===== config.mk =====
export PLATFORM = sky130hd
export DESIGN_NAME = stopwatch_ctrl_flat
export DESIGN_NICKNAME = d
export VERILOG_FILES = /design/src/rtl/stopwatch_ctrl_if.sv /design/src/rtl/stopwatch_ctrl.sv /design/src/flat_wrapper.sv
export SDC_FILE = /design/constraint.sdc
export NUM_CORES = 1
export LEC_CHECK = 0
export ABC_AREA = 1
export CAP_MARGIN = 20
export CORE_AREA = 2 2 39 41
export DETAILED_ROUTE_END_ITERATION = 8
export DIE_AREA = 0 0 41 43
export PLACE_DENSITY = 0.66
export SYNTH_ARGS = -nofsm -noshare
export SYNTH_HDL_FRONTEND = slang
export SYNTH_SLANG_ARGS = --single-unit

===== constraint.sdc =====
create_clock -name clk_100mhz -period 1.5 [get_ports clk_100mhz]
set_input_delay 0.225 -clock clk_100mhz [delete_from_list [all_inputs] [get_ports clk_100mhz]]
set_output_delay 0.225 -clock clk_100mhz [all_outputs]
set_load 0.01 [all_outputs]

===== src/rtl/stopwatch_ctrl_if.sv =====
// Stopwatch controller bus: divider ticks and debounced levels in,
// counter commands, blanking masks and mode out.
interface stopwatch_ctrl_if;
  logic       tick_1hz;
  logic       tick_2hz;
  logic       tick_blink;
  logic       pause_lvl;
  logic       adj_lvl;
  logic       sel_lvl;
  logic       clear_lvl;
  logic       cnt_inc;
  logic       inc_sec;
  logic       inc_min;
  logic       cnt_clr;
  logic       blank_min;
  logic       blank_sec;
  logic [1:0] mode;

  modport master (
    input  tick_1hz, tick_2hz, tick_blink,
    input  pause_lvl, adj_lvl, sel_lvl, clear_lvl,
    output cnt_inc, inc_sec, inc_min, cnt_clr,
    output blank_min, blank_sec, mode
  );

  modport slave (
    output tick_1hz, tick_2hz, tick_blink,
    output pause_lvl, adj_lvl, sel_lvl, clear_lvl,
    input  cnt_inc, inc_sec, inc_min, cnt_clr,
    input  blank_min, blank_sec, mode
  );
endinterface


===== src/rtl/stopwatch_ctrl.sv =====
// Stopwatch mode controller: run/pause/adjust FSM, counter command
// pulses and adjust-mode blink masks, all outputs registered.
module stopwatch_ctrl #(
  parameter bit START_PAUSED = 1'b0,
  parameter bit BLINK_EN     = 1'b1
) (
  input  logic              clk_100mhz,
  input  logic              rst_n,
  stopwatch_ctrl_if.master  bus
);

  typedef enum logic [1:0] {
    RUN     = 2'b00,
    PAUSED  = 2'b01,
    ADJ_SEC = 2'b10,
    ADJ_MIN = 2'b11
  } state_t;

  state_t state, state_nx;
  logic   saved_paused, saved_nx;
  logic   phase, phase_nx;
  logic   pause_q, clear_q;
  logic   pause_rise, clear_rise;
  logic   cnt_inc_q, inc_sec_q, inc_min_q, cnt_clr_q;
  logic   blank_min_q, blank_sec_q;

  assign pause_rise = bus.pause_lvl & ~pause_q;
  assign clear_rise = bus.clear_lvl & ~clear_q;

  always_comb begin
    state_nx = state;
    saved_nx = saved_paused;
    phase_nx = phase;
    unique case (state)
      RUN: begin
        if (bus.adj_lvl) begin
          state_nx = bus.sel_lvl ? ADJ_SEC : ADJ_MIN;
          saved_nx = 1'b0;
        end else if (pause_rise) begin
          state_nx = PAUSED;
        end
      end
      PAUSED: begin
        if (bus.adj_lvl) begin
          state_nx = bus.sel_lvl ? ADJ_SEC : ADJ_MIN;
          saved_nx = 1'b1;
        end else if (pause_rise) begin
          state_nx = RUN;
        end
      end
      default: begin
        if (!bus.adj_lvl)
          state_nx = saved_paused ? PAUSED : RUN;
        else
          state_nx = bus.sel_lvl ? ADJ_SEC : ADJ_MIN;
      end
    endcase
    // Entering adjust or swapping digit pair restarts blink visible
    if (state_nx[1] && state_nx != state)
      phase_nx = 1'b0;
    else if (state[1] && bus.tick_blink)
      phase_nx = ~phase;
  end

  always_ff @(posedge clk_100mhz) begin
    pause_q <= bus.pause_lvl;
    clear_q <= bus.clear_lvl;
    if (!rst_n) begin
      state        <= START_PAUSED ? PAUSED : RUN;
      saved_paused <= START_PAUSED;
      phase        <= 1'b0;
      cnt_inc_q    <= 1'b0;
      inc_sec_q    <= 1'b0;
      inc_min_q    <= 1'b0;
      cnt_clr_q    <= 1'b0;
      blank_min_q  <= 1'b0;
      blank_sec_q  <= 1'b0;
    end else begin
      state        <= state_nx;
      saved_paused <= saved_nx;
      phase        <= phase_nx;
      cnt_clr_q    <= clear_rise;
      cnt_inc_q    <= ~clear_rise & bus.tick_1hz & (state == RUN);
      inc_sec_q    <= ~clear_rise & bus.tick_2hz & (state == ADJ_SEC);
      inc_min_q    <= ~clear_rise & bus.tick_2hz & (state == ADJ_MIN);
      blank_sec_q  <= BLINK_EN & (state_nx == ADJ_SEC) & phase_nx;
      blank_min_q  <= BLINK_EN & (state_nx == ADJ_MIN) & phase_nx;
    end
  end

  assign bus.mode      = state;
  assign bus.cnt_inc   = cnt_inc_q;
  assign bus.inc_sec   = inc_sec_q;
  assign bus.inc_min   = inc_min_q;
  assign bus.cnt_clr   = cnt_clr_q;
  assign bus.blank_min = blank_min_q;
  assign bus.blank_sec = blank_sec_q;

endmodule

===== src/flat_wrapper.sv =====
// flat-port wrapper written by rule: the top's interface ports become plain ports
module stopwatch_ctrl_flat 
#(
  parameter bit START_PAUSED = 1'b0,
  parameter bit BLINK_EN     = 1'b1
)
  (clk_100mhz, rst_n, bus_tick_1hz, bus_tick_2hz, bus_tick_blink, bus_pause_lvl, bus_adj_lvl, bus_sel_lvl, bus_clear_lvl, bus_cnt_inc, bus_inc_sec, bus_inc_min, bus_cnt_clr, bus_blank_min, bus_blank_sec, bus_mode);
  stopwatch_ctrl_if bus_i ();
  input  logic clk_100mhz;
  input  logic rst_n;
  input wire logic [$bits(bus_i.tick_1hz)-1:0] bus_tick_1hz;
  input wire logic [$bits(bus_i.tick_2hz)-1:0] bus_tick_2hz;
  input wire logic [$bits(bus_i.tick_blink)-1:0] bus_tick_blink;
  input wire logic [$bits(bus_i.pause_lvl)-1:0] bus_pause_lvl;
  input wire logic [$bits(bus_i.adj_lvl)-1:0] bus_adj_lvl;
  input wire logic [$bits(bus_i.sel_lvl)-1:0] bus_sel_lvl;
  input wire logic [$bits(bus_i.clear_lvl)-1:0] bus_clear_lvl;
  output wire logic [$bits(bus_i.cnt_inc)-1:0] bus_cnt_inc;
  output wire logic [$bits(bus_i.inc_sec)-1:0] bus_inc_sec;
  output wire logic [$bits(bus_i.inc_min)-1:0] bus_inc_min;
  output wire logic [$bits(bus_i.cnt_clr)-1:0] bus_cnt_clr;
  output wire logic [$bits(bus_i.blank_min)-1:0] bus_blank_min;
  output wire logic [$bits(bus_i.blank_sec)-1:0] bus_blank_sec;
  output wire logic [$bits(bus_i.mode)-1:0] bus_mode;
  assign bus_i.tick_1hz = bus_tick_1hz;
  assign bus_i.tick_2hz = bus_tick_2hz;
  assign bus_i.tick_blink = bus_tick_blink;
  assign bus_i.pause_lvl = bus_pause_lvl;
  assign bus_i.adj_lvl = bus_adj_lvl;
  assign bus_i.sel_lvl = bus_sel_lvl;
  assign bus_i.clear_lvl = bus_clear_lvl;
  assign bus_cnt_inc = bus_i.cnt_inc;
  assign bus_inc_sec = bus_i.inc_sec;
  assign bus_inc_min = bus_i.inc_min;
  assign bus_cnt_clr = bus_i.cnt_clr;
  assign bus_blank_min = bus_i.blank_min;
  assign bus_blank_sec = bus_i.blank_sec;
  assign bus_mode = bus_i.mode;
  stopwatch_ctrl #(.START_PAUSED(START_PAUSED), .BLINK_EN(BLINK_EN)) u_core (.clk_100mhz(clk_100mhz), .rst_n(rst_n), .bus(bus_i));
endmodule

==> run metrics <==
first-pass GRT wire length=1310 um; Syn-to-layout area delta=49.5%; #FFs+latches synth=12; drt wl/cell=8.53 um; post-synth top area share=0.508; RSZ-0062 raised after global routing=no; Synth area leader=dfxtp_1; commonest cells in the netlist=dfxtp_1 (12), nand2_1 (10), nor2_1 (10), inv_1 (7), nand3_1 (6); number of antenna violations at the first check in global routing=0; Num CTS Buffers=3; GRT Util Overall=0.116; Pins Over Slew Limit=0; count leader, synth=dfxtp_1; worst hold slack=442 ps; vias=423; Syn Std Cell Area=473 um2; Routed Antenna Nets=0; Die Footprint=1760 um2; Vias/cell=4.27; setup TNS=0 ps; Max stage delay on crit path=550 ps; Worst Path Max Fanout=4; worst slew pin tran=215 ps; Tmin final=1420 ps; Initial Util=0.342; vias in the first global route=356; Crit path max-delay family=buffers and inverters; syn_nets=70; clock transition at the registers of the reported paths=70 ps; gpl congestion=0.776; final setup fails=0; FMAX=705 MHz; Power Dens Cells=1000 nW/um2; Crit Path Class=reg -> out; post-synth cell types=17; total power=0.000709 W; Die H=43 um; synthesized instance count=61; post-cts hold buffer count=0; Post-synth ARST share=0; post-CTS sizing=0; Sink Count=12; ant diodes=0; Clock Skew=1.70 ps; router iterations before antenna repair=4; Post-Place Cells=95; Worst R2R Setup Slack=380 ps; largest net degree at the start of global routing=9; fin cells=99; part of the cycle the worst path needs=0.946; CP cell instances=clkdlybuf4s50_1; worst min path class=in -> reg; Peak VDD IR=0.440 mV; Leakage Power=0.314 nW; worst endpoint data arrival time=1190 ps; fin area=707 um2; HPWL Detailed=683 um; final wirelength=844 um; # Max-Cap Violations=0; status=finished clean; die width=41 um; CP Capture Type=output pin; synth warn=0; largest cells by area after synthesis=dfxtp_1 (51%), nand2_1 (7.9%), nor2_1 (7.9%); ys flop type=dfxtp_1; Row Count=14; clock tree buffer depth=2; Worst Path Buf+Inv=1; Mapped Avg Cell Area=7.75 um2; Post-synth EDFFs=0; CTS tree=done; I/O pins=17; Worst slew margin=0.855; Seq/Total Area, Yosys=0.508; Core ar.=1380 um2; Fin. Hold Viols=0; GRT Residual Overflow=0; share of layout cells above drive strength 1=0.169; Port Buffers=16; postcts setup bufs=0; Post-DP Area=671 um2; crit path launch type=flip-flop; drt initial violations=9; count of nets after finishing=93; H-tree depth=1; CP max stage cell=clkdlybuf4s50_1; CP required=1270 ps; clock root buffer=clkbuf_4; DRC=0; Clock Latency Late Sink=260 ps
-- metrics by stage --
stage                      util  worst slack (ps)
after floorplan               -               425
final                     0.511              81.2
after detailed placement  0.485              9.77
after global routing      0.511              11.0
after CTS                 0.511              61.4
after global placement    0.485             -14.2
-- flip-flops by register name (all words and copies together) (netlist names) --
register,cells
u_core.bus.inc_sec,1
u_core.saved_paused,1
u_core.bus.cnt_clr,1
u_core.bus.blank_sec,1
u_core.clear_q,1
u_core.bus.inc_min,1
u_core.bus.cnt_inc,1
u_core.phase,1
u_core.bus.mode,2
u_core.pause_q,1
u_core.bus.blank_min,1
-- path summary, 6_finish.rpt --
check | from | end | cells after the start
setup reg to reg | u_core.bus.mode[1] | u_core.bus.blank_sec | 7
hold / removal | bus_pause_lvl | u_core.pause_q | 1
hold reg to reg | u_core.bus.mode[0] | u_core.bus.inc_sec | 1
setup / recovery | u_core.bus.mode[0] | bus_mode[0] | 1
-- area by class of cell --
type,count,area [um2]
sequential,12,240
multi-input combinational,40,198
fill,141,677
timing repair buffer,19,183
tap,16,20.0
clock buffer,4,36.3
inverter,8,30.0
-- cell usage in the layout (no fill, tap or decap), drive strengths merged, types with 2 or more instances in the layout --
cell type	Yosys	routed
clkdlybuf4s50	0	16
nand2	14	14
dfxtp	12	12
nor2	11	11
inv	8	8
nand3	6	6
clkbuf	0	4
buf	1	3
nor4	2	2
nor3	2	2
o21ai	2	2
-- cells by family (layout without fill, tap and decap cells) --
family / after synthesis / in the layout / synth area share
flops: 12 / 12 / 0.508
buf+inv: 9 / 31 / 0.0741
xor+xnor: 1 / 1 / 0.0185
simple gates: 37 / 37 / 0.378
compound gates: 2 / 2 / 0.0211
-- power breakdown --
group	leakage [nW]	switching (W)	internal [W]	total [W]
Sequential	0.0987	0.00000724	0.000333	0.000340
Combinational	0.195	0.0000583	0.0000651	0.000123
Clock	0.0210	0.0000989	0.000147	0.000246
Total	0.314	0.000165	0.000545	0.000709
-- routing by layer --
| metal | track usage | vias up | wire length (um) |
|---|---|---|---|
| met5 | 0 | - | 0 |
| met4 | 0.120 | 0 | 17 |
| met3 | 0.0157 | 2 | 41 |
| met2 | 0.159 | 9 | 399 |
| met1 | 0.140 | 176 | 386 |
| li1 | - | 236 | - |
Power figures use the tool's default switching activity.
